`config.mk`:
```
export PLATFORM = sky130hd
export DESIGN_NAME = mx_fp8_normalizer
export DESIGN_NICKNAME = d
export VERILOG_FILES = /design/src/rtl/mx_fp8_normalizer.sv
export SDC_FILE = /design/constraint.sdc
export NUM_CORES = 1
export LEC_CHECK = 0
export ABC_AREA = 1
export CAP_MARGIN = 20
export CORE_UTILIZATION = 55
export DETAILED_ROUTE_END_ITERATION = 10
export PLACE_DENSITY = 0.78
export SLEW_MARGIN = 10
export SYNTH_ARGS = -nofsm -noshare
export SYNTH_HDL_FRONTEND = slang
export SYNTH_SLANG_ARGS = --single-unit
```
`constraint.sdc`:
```
create_clock -name clk -period 2.6 [get_ports clk]
set_input_delay 0.26 -clock clk [delete_from_list [all_inputs] [get_ports clk]]
set_output_delay 0.26 -clock clk [all_outputs]
set_load 0.005 [all_outputs]
```
`src/rtl/mx_fp8_normalizer.sv`:
```
// Converts a signed fixed-point accumulator plus a shared block scale exponent into an OCP FP8 E4M3 byte.
// Three pipeline stages (magnitude/LZC, align, round/pack) advance together under a single stall signal.
module mx_fp8_normalizer #(
    parameter int ACC_W = 20,
    parameter int EXP_W = 8
) (
    input  logic             clk,
    input  logic             rst,
    input  logic             in_valid,
    output logic             in_ready,
    input  logic [ACC_W-1:0] acc_in,
    input  logic [EXP_W-1:0] scale_exp,
    output logic             out_valid,
    input  logic             out_ready,
    output logic [7:0]       out_data,
    output logic             out_sat
);
    localparam int P_W = $clog2(ACC_W);
    localparam int E_W = EXP_W + 2;

    localparam logic signed [E_W-1:0] E_MIN      = E_W'(-6);
    localparam logic signed [E_W-1:0] E_MAX      = E_W'(8);
    localparam logic signed [E_W-1:0] BIAS       = E_W'(7);
    localparam logic signed [E_W-1:0] SUB_OFF    = E_W'(9);
    localparam logic signed [E_W-1:0] MAX_BIASED = E_W'(15);

    logic advance;
    assign advance  = ~(out_valid & ~out_ready);
    assign in_ready = advance;

    // ---------------- stage 1: sign, magnitude, leading-one index
    logic [ACC_W-1:0] mag_c;
    logic [P_W-1:0]   lead_c;

    always_comb begin
        mag_c  = acc_in[ACC_W-1] ? -acc_in : acc_in;
        lead_c = '0;
        for (int i = 0; i < ACC_W; i++) begin
            if (mag_c[i]) lead_c = P_W'(i);
        end
    end

    logic             v1, sign1, zero1;
    logic [ACC_W-1:0] mag1;
    logic [P_W-1:0]   lead1;
    logic [EXP_W-1:0] scale1;

    always_ff @(posedge clk) begin
        if (rst) begin
            v1     <= 1'b0;
            sign1  <= 1'b0;
            zero1  <= 1'b0;
            mag1   <= '0;
            lead1  <= '0;
            scale1 <= '0;
        end else if (advance) begin
            v1     <= in_valid;
            sign1  <= acc_in[ACC_W-1];
            zero1  <= (mag_c == '0);
            mag1   <= mag_c;
            lead1  <= lead_c;
            scale1 <= scale_exp;
        end
    end

    // ---------------- stage 2: exponent, mantissa/guard/sticky extraction
    logic signed [E_W-1:0] e_c;
    logic signed [E_W-1:0] sub_s_c;
    logic [E_W-1:0]        sub_r_c;
    logic [P_W-1:0]        lsh_c;
    logic [ACC_W-2:0]      norm_c;
    logic [ACC_W+2:0]      ext_c;
    logic                  normal_c, ovf_c, g_c, st_c;
    logic [2:0]            mant_c;

    always_comb begin
        e_c      = $signed({{(E_W-P_W){1'b0}}, lead1}) + $signed({{2{scale1[EXP_W-1]}}, scale1});
        normal_c = (e_c >= E_MIN);
        ovf_c    = (e_c > E_MAX);
        sub_s_c  = $signed({{2{scale1[EXP_W-1]}}, scale1}) + SUB_OFF;
        sub_r_c  = $unsigned(-sub_s_c);
        lsh_c    = P_W'(ACC_W - 1) - lead1;
        norm_c   = (ACC_W-1)'(mag1 << lsh_c);
        ext_c    = '0;
        mant_c   = '0;
        g_c      = 1'b0;
        st_c     = 1'b0;
        if (normal_c) begin
            // leading one sits just above the kept bits; lower bits zero-fill when lead1 < 4
            mant_c = norm_c[ACC_W-2 -: 3];
            g_c    = norm_c[ACC_W-5];
            st_c   = |norm_c[ACC_W-6:0];
        end else if (!sub_s_c[E_W-1]) begin
            mant_c = 3'(mag1 << sub_s_c[1:0]);
        end else if (sub_r_c > E_W'(ACC_W)) begin
            st_c = |mag1;
        end else begin
            ext_c  = (ACC_W+3)'({mag1, {ACC_W{1'b0}}} >> sub_r_c);
            mant_c = ext_c[ACC_W+2:ACC_W];
            g_c    = ext_c[ACC_W-1];
            st_c   = |ext_c[ACC_W-2:0];
        end
    end

    logic                  v2, sign2, zero2, normal2, ovf2, g2, st2;
    logic signed [E_W-1:0] e2;
    logic [2:0]            mant2;

    always_ff @(posedge clk) begin
        if (rst) begin
            v2      <= 1'b0;
            sign2   <= 1'b0;
            zero2   <= 1'b0;
            normal2 <= 1'b0;
            ovf2    <= 1'b0;
            g2      <= 1'b0;
            st2     <= 1'b0;
            e2      <= '0;
            mant2   <= '0;
        end else if (advance) begin
            v2      <= v1;
            sign2   <= sign1;
            zero2   <= zero1;
            normal2 <= normal_c;
            ovf2    <= ovf_c;
            g2      <= g_c;
            st2     <= st_c;
            e2      <= e_c;
            mant2   <= mant_c;
        end
    end

    // ---------------- stage 3: round to nearest even, saturate, pack
    logic                  inc_c, sat_c;
    logic [3:0]            mant_r_c;
    logic signed [E_W-1:0] biased_c;
    logic [7:0]            data_c;

    always_comb begin
        inc_c    = g2 & (st2 | mant2[0]);
        mant_r_c = {1'b0, mant2} + {3'b000, inc_c};
        biased_c = e2 + BIAS + $signed({{(E_W-1){1'b0}}, mant_r_c[3]});
        sat_c    = 1'b0;
        data_c   = 8'h00;
        if (zero2) begin
            data_c = 8'h00;
        end else if (!normal2) begin
            // a rounded mantissa of 8 lands exactly on the min-normal code
            data_c = {sign2, 3'b000, mant_r_c};
        end else if (ovf2 || (biased_c > MAX_BIASED) ||
                     ((biased_c == MAX_BIASED) && (mant_r_c[2:0] == 3'b111))) begin
            sat_c  = 1'b1;
            data_c = {sign2, 7'h7E};
        end else begin
            data_c = {sign2, biased_c[3:0], mant_r_c[2:0]};
        end
    end

    always_ff @(posedge clk) begin
        if (rst) begin
            out_valid <= 1'b0;
            out_data  <= 8'h00;
            out_sat   <= 1'b0;
        end else if (advance) begin
            out_valid <= v2;
            if (v2) begin
                out_data <= data_c;
                out_sat  <= sat_c;
            end
        end
    end

endmodule
```
# == Yosys cells after proc, flatten, opt, wreduce, memory -nomap -nowiden ==
# Cells that the tools add are included.
# Widths: inputs -> output; s select.
# word_totals
reg_bits,65
in_bits,32
output_inout_bits,11
elab_cells,83
# op_classes
addsub,8
order_cmp,4
n_eq_ne,2
n_shift,3
muxes,35
bitwise_logic,5
reduce_logical,8
# op_table
cell,n
$mux 5,18
$shr 40x10->23,1
$gt 10x5->1 const B,2
$logic_not 20->1,1
$mux 20,1
$neg 20->20,1
$reduce_or 20->1,1
$shl 20x2->3,1
$shl 20x5->19,1
$reduce_or 19->1,1
$reduce_or 15->1,1
$mux 7,2
$add 10x2->10,1
$add 9x4->10 const B,1
$eq 10x5->1 const B,1
$mux 1,10
$neg 9->10,1
$add 6x8->9,1
$add 8x5->9 const B,1
$ge 9x4->1 const B,1
$gt 9x5->1 const B,1
$mux 3,3
$mux 8,1
$sub 5x5->5 const A,1
other kinds (8),11

# == Longest topological paths before layout ==
# logic_depth
ltp_word,21
ltp_mapped,26
depth_no_buf,26

# == Worst setup path before layout ==
# OpenSTA, ideal clock, no wires.
# synth_timing
kind,flip-flop to flip-flop
from,register scale1[1]
to,register st2
setup_time_ns,0.122
arrival_time_ns,2.589
required_time_ns,2.478
path_slack_ns,-0.110
path_stages_with_launch,23
path_buffers,1
synth_period_minus_slack_ns,2.710
path_cell_list,dfxtp_1 -> ha_1 -> nor2_2 -> nand2_1 -> nor2_2 -> nand4_1 -> nand2_1 -> nand2_2 -> nand2_2 -> inv_2 -> buf_4 -> nand3_1 -> nand3_1 -> nand2_1 -> nand3_1 -> nor2_1 -> nand3_1 -> a21oi_1 -> nand2_1 -> nor2_1 -> nand3_1 -> nand2_1 -> a21oi_2
# synth_between
elab_chain_len,7
word_cells_on_any_way,10
classes_between,add/sub: 3; order compare: 2; shift: 1; mux: 3; reduce/logical: 1
# synth_lines
element,line,text
from (decl),46,logic [EXP_W-1:0] scale1;
from (signal assigned),62,scale1 <= scale_exp;
$add 8x5->9,80,"sub_s_c = $signed({{2{scale1[EXP_W-1]}}, scale1}) + SUB_OFF;"
$neg 9->10,81,sub_r_c = $unsigned(-sub_s_c);
$shr 40x10->23,98,"ext_c = (ACC_W+3)'({mag1, {ACC_W{1'b0}}} >> sub_r_c);"
$reduce_or 19->1,101,st_c = |ext_c[ACC_W-2:0];
$mux 1,95,end else if (sub_r_c > E_W'(ACC_W)) begin
$mux 1,93,end else if (!sub_s_c[E_W-1]) begin
$mux 1 *,88,if (normal_c) begin
to (signal assigned),127,st2 <= st_c;
to (decl),105,"logic v2, sign2, zero2, normal2, ovf2, g2, st2;"
# Mark *: on every way between the ends. The rest lies on a longest branch, timed or not.
# A chain may end at the register's enable or synchronous reset.

# == Worst setup path after layout ==
# layout_timing
from,register scale1[6]
to,register st2
# The elaborated chain is that of the path after synthesis.

==> metrics.yaml <==
run_status:
  status: "finished with violations"
  violations: "negative setup slack"
sta:
  fmax_mhz: 332
  maxSlewViolCount: 0
  setup_violations: 6
  fin_crit_ps: 3010
  finalClockSkew_ps: 12.1
  rsz0062_at_grt: "true"
  fin_crit_sh: 1.16
  worst_hold_slack_ps: 433
  hold_violations: 0
  slew_headroom: 0.627
  timing.final.ws_setup_ps: -408
  worst_pin_slew_ps: 554
setup_path:
  r2r_start: "scale1[6]"
  cp-end-kind: "register"
  crit_type: "register to register"
  crit_path_start_kind: "register"
  worstPathArrival_ps: 3250
  worst_ep_required_time_ps: 2840
  critPathMaxFanout: 5
  timing.reg2reg.setup_slack_ps: -410
  worst_r2r_path_depth: 24
  r2r-end: "st2"
synth:
  netlist_area_sq_um: 6020
  synth_cell_types: 48
  synthTopCellsByArea: "dfxtp_1 22%, nand2_1 15%, nand3_1 10%"
  syn_avg_cell_area_sq_um: 5.92
  synth-main-ff-cell: "dfxtp_1"
  yosysMostFrequentCell: "nand2_1"
  yosys_warnings: 0
  ys_ff_latch: 65
  synth_seq_area_share: 0.216
  async_flop_share: 0
  synth_top_cell_by_area: "dfxtp_1"
  synth_fp_nets: 1063
  netlist_top_cells_count: "247 x nand2_1, 125 x nand3_1, 107 x inv_1"
  synth_edf_count: 0
  syn_inst: 1017
  yosysTopAreaCellShare: 0.216
clocking:
  clock_latency_ps: 350
  cts_buffers: 9
  root_buffer: "clkbuf_8"
  htree_levels: 3
  clkSinkCount: 65
  cts_tree: "yes"
  clk_pin_slew_ps: 80
  clockBufferDepth: 2
placement:
  dp.cells: 1256
  dp_hpwl_mm: 12.9
  place_area_sq_um: 7260
  io_buffer_count: 42
  dpl_worst_slack_ps: -394
  place.gp.congestion: 0.893
layout:
  fin_area_sq_um: 8780
  area_growth_pct: 45.8
  regArea_sq_um: 1310
  drive_above_1_share: 0.313
  antennaDiodeCount: 0
  fillers: 683
  multi_input_area_sq_um: 4860
  fin_nets: 1218
  final_cells: 1313
  fin_util: 0.839
floorplanning:
  num_rows: 37
  die_h_microns: 107
  dieArea_sq_um: 11400
  ioPinCount: 43
  start_util: 0.576
  chipWidth_microns: 107
  core_sq_um: 10500
global_route:
  antenna_found_initial: 0
  grt_usage: 0.327
  grt_pass1_vias: 6787
  grt_pass1_wl_mm: 30.6
  overflow: 0
  grt_max_degree: 50
power_and_ir_drop:
  powerDensity_nw_per_um2: 433
  p_leak_uw: 0.00397
  peakVddDrop_mv: 0.416
min_path:
  hold_path_class: "input pin to register"
  hold_depth: 3
  hold_end: "mag1[0]"
  hold_start: "acc_in[0]"
route:
  routed_wl_mm: 21.9
  route.vias.total: 7975
  wl_per_cell_microns: 16.7
  drc_errors: 0
  vias_per_cell: 6.07
  firstDrtPassIters: 8
  drtAntennaViolNets: 0
  drtIter0Drc: 1030
flow_run:
  max_cap_viol_count: 0
worst max-delay path, cell delays in order, from the launching register on:
cell	delay, ps
dfxtp_1	440
nand2_1	140
inv_1	150
nand3_1	120
nand3_2	110
nand2_1	70
buf_4	140
nand3_4	90
nand2_8	110
clkbuf_16	190
nand3_4	100
nand2_4	70
buf_6	130
nand3_4	60
nand3_2	90
nand2_2	100
nand2_1	70
nor2_1	130
nand2_1	80
nand2_1	80
a21oi_2	70
nor2_2	110
nand3_2	120
nand2_2	80
a21oi_2	40
area by class of cell:
cell class              instances  share of cell area
repair buffers                197               0.206
multi-input cells             785               0.553
inverters                     114              0.0496
clock buffers                  12              0.0165
well taps                     136              0.0194
flip-flops and latches         65               0.149
clock inverters                 4             0.00584
routing by layer:
metal	global-route usage	part of all wire	up-vias
met5	0	0	-
met4	0.136	0.059	0
met3	0.0413	0.073	140
met2	0.558	0.47	480
met1	0.414	0.40	3626
li1	-	-	3729
cell families after synthesis:
kind of cell / share of synthesized area
simple gates: 0.398
compound gates: 0.192
buf+inv: 0.113
flops: 0.216
xor+xnor: 0.0420
fa+ha+maj: 0.0303
mux: 0.00831
metrics by stage:
step	TNS, ps	total power (uW)
6_report	-1590	3810
5_1_grt	-2200	3980
4_1_cts	-450	3500
3_5_place_dp	-3740	2510
3_3_place_gp	-2360	2500
2_1_floorplan	0	2020
what timing repair did:
action                                  CTS  global route
hold endpoints to repair                  0             0
resized for setup                        86           131
pin swaps                                27            62
hold buffers                              0             0
endpoints found under the setup margin    9            25
buffers inserted                         11            25
gates cloned                              3             4
how the worst max path moves through the flow:
stage                     slack (ps)  endpoint       from
final                           -410       st2  scale1[6]
after global routing            -480       st2  scale1[0]
after CTS                       -150  mant2[1]  scale1[0]
after detailed placement        -390  lead1[2]  acc_in[0]
after global placement          -280  lead1[3]  acc_in[0]
after floorplan                    6       st2  scale1[1]
placed cells by master, fill, tap and decap left out, drive strengths merged, types with 2 or more instances in the layout:
cell	count
xnor2	8
o21ai	100
nor4	5
dfxtp	65
a32oi	2
a41oi	2
o211ai	20
a21oi	61
a31oi	6
dlymetal6s2s	4
nand2	258
nor2	86
nor3	15
xor2	20
o2111ai	2
clkbuf	16
ha	13
o21bai	2
or2	7
buf	151
a32o	2
o41ai	3
nand3	135
o21a	2
inv	113
clkinv	3
clkdlybuf4s50	38
mux2i	5
nand4	24
where the power goes:
part           total, uW  switching, uW  internal (uW)
clock network        879            407            472
logic               1760           1010            748
registers           1170           90.7           1080
total               3810           1510           2300
sequential cells by signal (all words and copies together), names as in the netlist, 3 cells and up:
register and cells:
mag1 20, e2 9, mant2 3, scale1 8, lead1 5, out_data 8
Note: power is estimated with default switching activity, not from simulation.
